File: src/rtl/lp_fp_pkg.sv
// Shared FP32 field constants, operand classes and pack helper for the approximate multiply datapath.
// Pure declarations: no latency, no flow control.
package lp_fp_pkg;

  localparam int FP_EXP_W = 8;
  localparam int FP_MAN_W = 23;
  localparam int FP_BIAS  = 127;

  typedef enum logic [1:0] {
    CLS_ZERO = 2'd0,
    CLS_NORM = 2'd1,
    CLS_INF  = 2'd2,
    CLS_NAN  = 2'd3
  } fp_class_e;

  localparam logic [31:0] FP32_QNAN = 32'h7FC0_0000;

  function automatic logic [31:0] fp32_pack(input logic s, input logic [7:0] e, input logic [22:0] f);
    return {s, e, f};
  endfunction

endpackage

File: src/rtl/lp_fp_classify.sv
// Operand classifier (ZERO with denormals flushed, NORM, INF, NAN).
// Purely combinational, zero latency, no flow control.
module lp_fp_classify
  import lp_fp_pkg::*;
#(
  parameter int EXP_WIDTH = FP_EXP_W
) (
  input  logic [EXP_WIDTH-1:0] exp_field,
  input  logic                 nz,
  output logic [1:0]           cls
);

  always_comb begin
    cls = CLS_NORM;
    if (exp_field == '0) begin
      cls = CLS_ZERO;
    end else if (&exp_field) begin
      cls = nz ? CLS_NAN : CLS_INF;
    end
  end

endmodule

File: src/rtl/lp_fp_normalize_pack.sv
// Exponent normalize, special-case resolve and pack of the approximate FP32 product; 2-cycle latency.
// Valid/ready pipeline, 1 txn/cycle; in_ready is combinational from out_ready, output held while stalled.
module lp_fp_normalize_pack
  import lp_fp_pkg::*;
#(
  parameter int EXP_WIDTH = FP_EXP_W,
  parameter int MAN_WIDTH = FP_MAN_W,
  parameter int BIAS      = FP_BIAS,
  parameter int CNT_WIDTH = 16
) (
  input  logic                           clk,
  input  logic                           rst_n,
  input  logic                           in_valid,
  output logic                           in_ready,
  input  logic                           sign_a,
  input  logic                           sign_b,
  input  logic [EXP_WIDTH-1:0]           exp_a,
  input  logic [EXP_WIDTH-1:0]           exp_b,
  input  logic                           man_a_nz,
  input  logic                           man_b_nz,
  input  logic [MAN_WIDTH-1:0]           lp_mantissa,
  input  logic [1:0]                     lp_shift,
  output logic                           out_valid,
  input  logic                           out_ready,
  output logic [EXP_WIDTH+MAN_WIDTH:0]   out_result,
  output logic [CNT_WIDTH-1:0]           ovf_cnt,
  output logic [CNT_WIDTH-1:0]           unf_cnt,
  output logic                           lt1_seen,
  input  logic                           cnt_clr
);

  localparam int EW = EXP_WIDTH + 2;
  localparam int RW = 1 + EXP_WIDTH + MAN_WIDTH;
  localparam logic signed [EW-1:0] E_MAX = EW'((1 << EXP_WIDTH) - 1);
  localparam logic [RW-1:0] QNAN = {1'b0, {EXP_WIDTH{1'b1}}, 1'b1, {(MAN_WIDTH-1){1'b0}}};

  logic s1_valid, s2_valid, s1_en, s2_en, accept, fire;
  logic [1:0] cls_a, cls_b;
  logic [EW-1:0] e_in;

  logic                  s1_sign;
  logic [1:0]            s1_cls_a, s1_cls_b;
  logic signed [EW-1:0]  s1_e;
  logic [MAN_WIDTH-1:0]  s1_man;

  logic [RW-1:0] res;
  logic          res_ovf, res_unf, s2_ovf, s2_unf;
  logic          any_nan, any_inf, any_zero;

  assign s2_en     = !s2_valid || out_ready;
  assign s1_en     = !s1_valid || s2_en;
  assign in_ready  = s1_en;
  assign out_valid = s2_valid;
  assign accept    = in_valid && in_ready;
  assign fire      = s2_valid && out_ready;

  lp_fp_classify #(.EXP_WIDTH(EXP_WIDTH)) u_cls_a (.exp_field(exp_a), .nz(man_a_nz), .cls(cls_a));
  lp_fp_classify #(.EXP_WIDTH(EXP_WIDTH)) u_cls_b (.exp_field(exp_b), .nz(man_b_nz), .cls(cls_b));

  // Two guard bits keep the sum exact; modular arithmetic yields the two's-complement value.
  assign e_in = EW'(exp_a) + EW'(exp_b) - EW'(BIAS) + EW'(lp_shift[1]);

  always_ff @(posedge clk or negedge rst_n) begin
    if (!rst_n) begin
      s1_valid <= 1'b0;
    end else if (s1_en) begin
      s1_valid <= in_valid;
    end
  end

  always_ff @(posedge clk) begin
    if (accept) begin
      s1_sign  <= sign_a ^ sign_b;
      s1_cls_a <= cls_a;
      s1_cls_b <= cls_b;
      s1_e     <= $signed(e_in);
      s1_man   <= lp_mantissa;
    end
  end

  always_comb begin
    any_nan  = (s1_cls_a == CLS_NAN)  || (s1_cls_b == CLS_NAN);
    any_inf  = (s1_cls_a == CLS_INF)  || (s1_cls_b == CLS_INF);
    any_zero = (s1_cls_a == CLS_ZERO) || (s1_cls_b == CLS_ZERO);
    res      = {s1_sign, s1_e[EXP_WIDTH-1:0], s1_man};
    res_ovf  = 1'b0;
    res_unf  = 1'b0;
    if (any_nan || (any_inf && any_zero)) begin
      res = QNAN;
    end else if (any_inf) begin
      res = {s1_sign, {EXP_WIDTH{1'b1}}, {MAN_WIDTH{1'b0}}};
    end else if (any_zero) begin
      res = {s1_sign, {(RW-1){1'b0}}};
    end else if (s1_e >= E_MAX) begin
      res     = {s1_sign, {EXP_WIDTH{1'b1}}, {MAN_WIDTH{1'b0}}};
      res_ovf = 1'b1;
    end else if (s1_e[EW-1] || (s1_e == '0)) begin
      res     = {s1_sign, {(RW-1){1'b0}}};
      res_unf = 1'b1;
    end
  end

  always_ff @(posedge clk or negedge rst_n) begin
    if (!rst_n) begin
      s2_valid   <= 1'b0;
      out_result <= '0;
    end else if (s2_en) begin
      s2_valid <= s1_valid;
      if (s1_valid) begin
        out_result <= res;
      end
    end
  end

  always_ff @(posedge clk) begin
    if (s2_en && s1_valid) begin
      s2_ovf <= res_ovf;
      s2_unf <= res_unf;
    end
  end

  // Clear beats increment and the sticky set in the same cycle.
  always_ff @(posedge clk or negedge rst_n) begin
    if (!rst_n) begin
      ovf_cnt  <= '0;
      unf_cnt  <= '0;
      lt1_seen <= 1'b0;
    end else if (cnt_clr) begin
      ovf_cnt  <= '0;
      unf_cnt  <= '0;
      lt1_seen <= 1'b0;
    end else begin
      if (fire && s2_ovf && (ovf_cnt != '1)) ovf_cnt <= ovf_cnt + 1'b1;
      if (fire && s2_unf && (unf_cnt != '1)) unf_cnt <= unf_cnt + 1'b1;
      if (accept && (lp_shift == 2'b00)) lt1_seen <= 1'b1;
    end
  end

endmodule

File: config.mk
export PLATFORM = sky130hd
export DESIGN_NAME = lp_fp_normalize_pack
export DESIGN_NICKNAME = d
export VERILOG_FILES = /design/src/rtl/lp_fp_pkg.sv /design/src/rtl/lp_fp_classify.sv /design/src/rtl/lp_fp_normalize_pack.sv
export SDC_FILE = /design/constraint.sdc
export NUM_CORES = 1
export LEC_CHECK = 0
export CAP_MARGIN = 40
export CORE_ASPECT_RATIO = 0.7
export CORE_MARGIN = 4
export CORE_UTILIZATION = 50
export DETAILED_ROUTE_END_ITERATION = 16
export PLACE_DENSITY = 0.83
export RECOVER_POWER = 100
export SLEW_MARGIN = 20
export SYNTH_ARGS = -nofsm -noshare
export SYNTH_HDL_FRONTEND = slang
export SYNTH_HIERARCHICAL = 1
export SYNTH_SLANG_ARGS = --single-unit
File: constraint.sdc
create_clock -name clk -period 2.7 [get_ports clk]
set_clock_uncertainty 0.2 [all_clocks]
set_input_delay 0.54 -clock clk [delete_from_list [all_inputs] [get_ports clk]]
set_output_delay 0.54 -clock clk [all_outputs]
set_load 0.01 [all_outputs]
# Word-level counts from Yosys, hierarchy flattened
# Index checks and enable logic that the tools add are counted.
# op_classes
n_addsub,5
shifts,0
mul,0
n_mux,17
div_mod_pow,0
n_bitwise,3
magnitude_cmp,1
n_eq_ne,6
n_reduce_logical,34
# op_table
operator,n
2-to-1 mux 31 bit,4
2-to-1 mux 16 bit,4
adder 16 x 1 -> 16 bit (second input constant),2
2-to-1 mux 32 bit,1
inequality test 16 bit (second input constant),2
zero test 8 bit,2
AND reduction 8 bit,2
adder 10 x 1 -> 10 bit,1
greater-or-equal comparator 10 x 9 -> 1 bit (second input constant),1
zero test 10 bit,1
subtractor 9 x 7 -> 10 bit (second input constant),1
adder 8 x 8 -> 9 bit,1
logical AND 1 bit,9
equality test 2 bit (second input constant),4
2-to-1 mux 1 bit,8
logical OR 1 bit,7
zero test 2 bit,3
nonzero test 2 bit,3
OR reduction 2 bit,2
OR reduction 4 bit,1
OR reduction 3 bit,1
zero test 1 bit,2
inverter 1 bit,2
AND reduction 2 bit,1
XOR 1 bit,1
# totals
latchBits,0
regBits,107
mem_bits_ro,0
memories,0
output_inout_bits,67
wordCells,81
ram_bits,0

# Logic depth before layout (Yosys ltp)
# depth
depth_word,7
depth_mapped,11
ltp_nobuf,11

# Modules after synthesis
# Netlist, hierarchy kept.
# by_module_without_submodules
module,cells_each,area_per_inst_um2,n_inst
lp_fp_normalize_pack,445,4829.6,1
lp_fp_classify,7,38.8,2

# Worst setup path after synthesis
# No wires, ideal clock.
# synth_path
path_kind,in2reg
startpoint,input port exp_a[0]
endpoint,register s1_e[8] (data pin)
path_slack_ps,108
t_arrival_ps,2123
path_buffers,0
cell_stages,11
setup_time_ps,269
path_cell_list,inv_1 -> ha_1 -> inv_1 -> ha_1 -> inv_1 -> fa_1 -> nor2b_1 -> o31a_1 -> nor2_1 -> o31ai_1 -> xor2_1
# synth_between
elab_chain_cells,3
# synth_lines
item,line_no,source
from (decl),lp_fp_normalize_pack.sv:17,"input logic [EXP_WIDTH-1:0] exp_a,"
adder 8 x 8 -> 9 bit,lp_fp_normalize_pack.sv:61,assign e_in = EW'(exp_a) + EW'(exp_b) - EW'(BIAS) + EW'(lp_shift[1]);
subtractor 9 x 7 -> 10 bit,lp_fp_normalize_pack.sv:61,
adder 10 x 1 -> 10 bit,lp_fp_normalize_pack.sv:61,
via e_in[8],lp_fp_normalize_pack.sv:39,logic [EW-1:0] e_in;
to (signal assigned),lp_fp_normalize_pack.sv:76,s1_e <= $signed(e_in);
to (decl),lp_fp_normalize_pack.sv:43,logic signed [EW-1:0] s1_e;
# The timed path passes the listed nets, and every way through them passes these cells.
# A chain may end at the register's enable or synchronous reset.

# Final worst setup path
# Same ends and word-level chain as after synthesis.

==> results.md <==
## Die
- **Total Die Area** 11490 µm²
- **DIE WIDTH** 126.4 µm
- **area of the placeable core** 9325 µm²
- **site row count** 29
- **effective utilization at floorplan** 0.5262
- **vertical die dimension** 90.89 µm
- **number of top-level pins** 117

## Critical path
- **critical-path maximum fanout** 3
- **critical path type** primary input to flip-flop
- **required time reported for the critical path endpoint** 2600 ps
- **top cell family by delay on the critical path** adder cells
- **depth of the worst register-to-register path** 6
- **cells traversed along the worst timing path** dlygate4sd2_1 > inv_1 > ha_1 > inv_1 > ha_2 > inv_1 > fa_2 > nor2b_2 > o31a_1 > nor2_2 > o31ai_2 > xor2_1
- **destination of the worst register-to-register timing path** unf_cnt[0]$_DFFE_PN0P_
- **termination of the worst setup path** s1_e[8]$_DFFE_PP_
- **nature of the critical path startpoint** primary input
- **critical register-to-register path startpoint** unf_cnt[0]$_DFFE_PN0P_
- **endpoint arrival time on the critical path** 2500 ps
- **endpoint class of the critical path** flip-flop
- **number of buffers and inverters on the critical path** 4
- **instance count on the critical path** 12
- **slowest stage cell on the critical path** sky130_fd_sc_hd__fa_2
- **Critical path origin** exp_a[0]
- **Crit path top cell by count** sky130_fd_sc_hd__inv_1
- **setup slack, reg-to-reg** 500 ps
- **Largest stage delay, worst path** 350 ps

## Logic synthesis
- **library cell with the largest summed area after synthesis** sky130_fd_sc_hd__dfrtp_1
- **Yosys warning count** 6
- **multiplexer fraction of the synthesized cell area** 0.004080
- **area share of the largest cell type after synthesis** 0.3417
- **asr flop ratio synth** 0.6262
- **number of distinct standard cells referenced by the synthesized netlist** 43
- **sequential cell area fraction in the yosys report** 0.5864
- **top area cells in the synthesized netlist** sky130_fd_sc_hd__dfrtp_1 (34%), sky130_fd_sc_hd__edfxtp_1 (24%), sky130_fd_sc_hd__xor2_1 (5.0%)
- **Syn Area/Cell** 10.69 µm²
- **flops & latches, synth** 107
- **Post-Synth Adder-Cell Area** 0.04997
- **most instantiated cells after synthesis** sky130_fd_sc_hd__dfrtp_1 (67), sky130_fd_sc_hd__nor2_1 (63), sky130_fd_sc_hd__nand2_1 (54)
- **simple-gate portion of the synthesized area** 0.1879
- **Post-Syn Instances** 459
- **most repeated cell in the gate-level netlist after synthesis** sky130_fd_sc_hd__dfrtp_1
- **area fraction in compound gates after synthesis** 0.08593
- **main flop type after synthesis** sky130_fd_sc_hd__dfrtp_1
- **number of enable flip-flop cells after synthesis** 40
- **share of the synthesized netlist area taken by xor and xnor gates** 0.06247
- **dominant combinational cell family by area after synthesis** simple AND/OR/NAND/NOR gates
- **netlist area before placement** 4907 µm²
- **post-synth net total** 528

## Power and ir drop
- **switching power** 0.9616 mW
- **pwr dens** 565.3 nW/µm²
- **internal portion of total power** 2.811 mW
- **Net Sw Frac** 0.2549
- **clock network fraction of total power** 0.364
- **standby leakage power** 2.894 nW
- **worst supply voltage drop on vdd** 361.1 µV
- **Seq pwr share** 0.495
- **combinational power share** 0.141

## Timing
- **minimum hold slack** 277.2 ps
- **final number of max-transition violations** 68
- **post-route clock period utilization** 0.9642
- **setup repair after global routing missed its margin** true
- **upper clock frequency limit** 384.1 MHz
- **number of setup violations in the final report** 0
- **slew at the pin with the worst max-slew slack** 1625 ps
- **number of hold violations in the final report** 0
- **sum of negative setup slack** 0 ps
- **min cycle time layout** 2603 ps
- **Max-slew headroom** -0.08346

## Final layout
- **net count of the finished layout** 668
- **combined flip-flop and latch cell area** 2878 µm²
- **Synth-to-Final Area Change** 36.00%
- **multi-input combinational cell area** 1922 µm²
- **fill cell instance count of the final layout** 674
- **fraction of layout cells with a size suffix above 1** 0.07947

## Global route
- **vias in the first global route** 3974
- **number of antenna violations at the first check in global routing** 3
- **largest net degree at the start of global routing** 68
- **global-route wire length before repair** 19.03 mm
- **global routing usage summed across all routing layers** 0.2050
- **residual overflow from global routing** 0

## Drt
- **router iterations before antenna repair** 4
- **final wirelength** 11.39 mm
- **total number of vias** 3937
- **post-detailed-route DRC marker count** 0
- **WL/cell** 15.58 µm
- **vias per cell** 5.386
- **DRC marker count from the first detailed-route iteration** 348
- **antenna-violating nets left** 0

## Flow run
- **maxcap violations** 1

## CTS
- **Num CTS Buffers** 9
- **maximum buffer depth of the clock tree** 2
- **Clock Pin Slew Worst Setup and Hold Paths** 70 ps
- **clock insertion delay at the later pin of the skew report** 350 ps
- **CTS tree** done
- **Post-CTS Hold Fix Bufs** 0
- **Clk Tree Root Cell** sky130_fd_sc_hd__clkbuf_16
- **number of H-tree levels** 3
- **clock sink count** 107

## Outcome
- **violated checks** max-capacitance violations, max-slew violations
- **status** complete, but fails checks

## Place
- **Final Wtd Congestion** 0.9391
- **number of buffer cells added on primary ports** 116
- **hpwl dp** 8.389 mm

## Min path
- **class of the worst hold path** flip-flop to flip-flop

[timing repair]
item,in CTS,in global routing
buffers inserted,1,0
gates resized for setup,5,3
setup endpoints to repair,2,2
endpoints found under the hold margin,0,0
pin swaps,3,0
[final cells by class]
class	instances	area share
Sequential cell	107	0.4312
Multi-Input combinational cell	322	0.2880
Timing Repair Buffer	142	0.1989
Clock buffer	9	0.03375
Tap cell	124	0.02325
Clock inverter	7	0.01425
Inverter	17	0.009561
Antenna cell	3	0.001125
[kinds of logic (layout without fill, tap and decap cells)]
logic type                 Yosys count  count (layout)
and+or+nand+nor                    195             195
DFF                                107             107
AOI/OAI and AO/OA                   71              71
xor gates and xnor gates            35              35
buffers and inverters               30             175
adders and majority gates           19              19
muxes                                2               2
other                                0               3
[sequential cells by signal, summed over array words and instances, names as in the netlist, 2 cells and up]
signal	flops
out_result	32
s1_man	23
s1_cls_b	2
s1_cls_a	2
unf_cnt	16
s1_e	10
ovf_cnt	16
[power by group through the flow]
| stage | clock (mW) | combinational (mW) | sequential (mW) |
|---|---|---|---|
| after floorplan | 0 | 0.232 | 1.91 |
| after global placement | 0 | 0.554 | 1.90 |
| after detailed placement | 0 | 0.570 | 1.90 |
| after CTS | 1.40 | 0.579 | 1.87 |
| after global routing | 1.47 | 0.591 | 1.88 |
| final | 1.37 | 0.533 | 1.87 |
[worst min-delay path, stage by stage (launching register included)]
cell and delay [ps]:
sky130_fd_sc_hd__dfrtp_1 340, sky130_fd_sc_hd__nand2_1 40, sky130_fd_sc_hd__o21ai_0 60
[worst min-delay path by stage]
stage	endpoint	slack [ps]	depth (start not counted)	startpoint
floorplan	lt1_seen$_DFFE_PN0P_	40	0	rst_n
global placement	out_result[31]$_DFFE_PN0P_	260	2	out_result[31]$_DFFE_PN0P_
detailed placement	out_result[1]$_DFFE_PN0P_	270	2	out_result[1]$_DFFE_PN0P_
CTS	ovf_cnt[3]$_DFFE_PN0P_	10	2	rst_n
global route	out_result[1]$_DFFE_PN0P_	310	2	out_result[1]$_DFFE_PN0P_
finish	out_result[1]$_DFFE_PN0P_	280	2	out_result[1]$_DFFE_PN0P_
[layout by cell type (no fill, tap or decap), drive strengths merged, types with 21 or more instances in the layout]
cell	synthesis	layout
dlygate4sd3	0	92
dfrtp	67	67
nor2	63	63
nand2	54	54
edfxtp	40	40
o21ai	36	36
xor2	28	28
nand4	22	22
clkdlybuf4s50	0	21
inv	17	21
[per-stage QoR]
stage | area [µm²] | cells | worst slack (ps) | total power, mW | util
5_1_grt | 6674 | 731 | -43.14 | 3.942 | 0.7157
4_1_cts | 6728 | 728 | 93.80 | 3.853 | 0.7215
6_report | 6674 | 731 | 96.65 | 3.772 | 0.7157
3_3_place_gp | 6395 | 711 | -483.5 | 2.453 | 0.6858
3_5_place_dp | 6395 | 711 | -559.3 | 2.472 | 0.6858
2_1_floorplan | 4907 | 459 | 108.4 | 2.142 | -
[routing by layer]
layer  track usage  routed length (µm)  up-vias
met1        0.2736                5119     1868
met3       0.06087                 825       18
met4       0.06250                 155        0
li1              -                   -     1907
met5             0                   0        -
met2        0.3239                5290      144
Power figures use the tool's default switching activity.
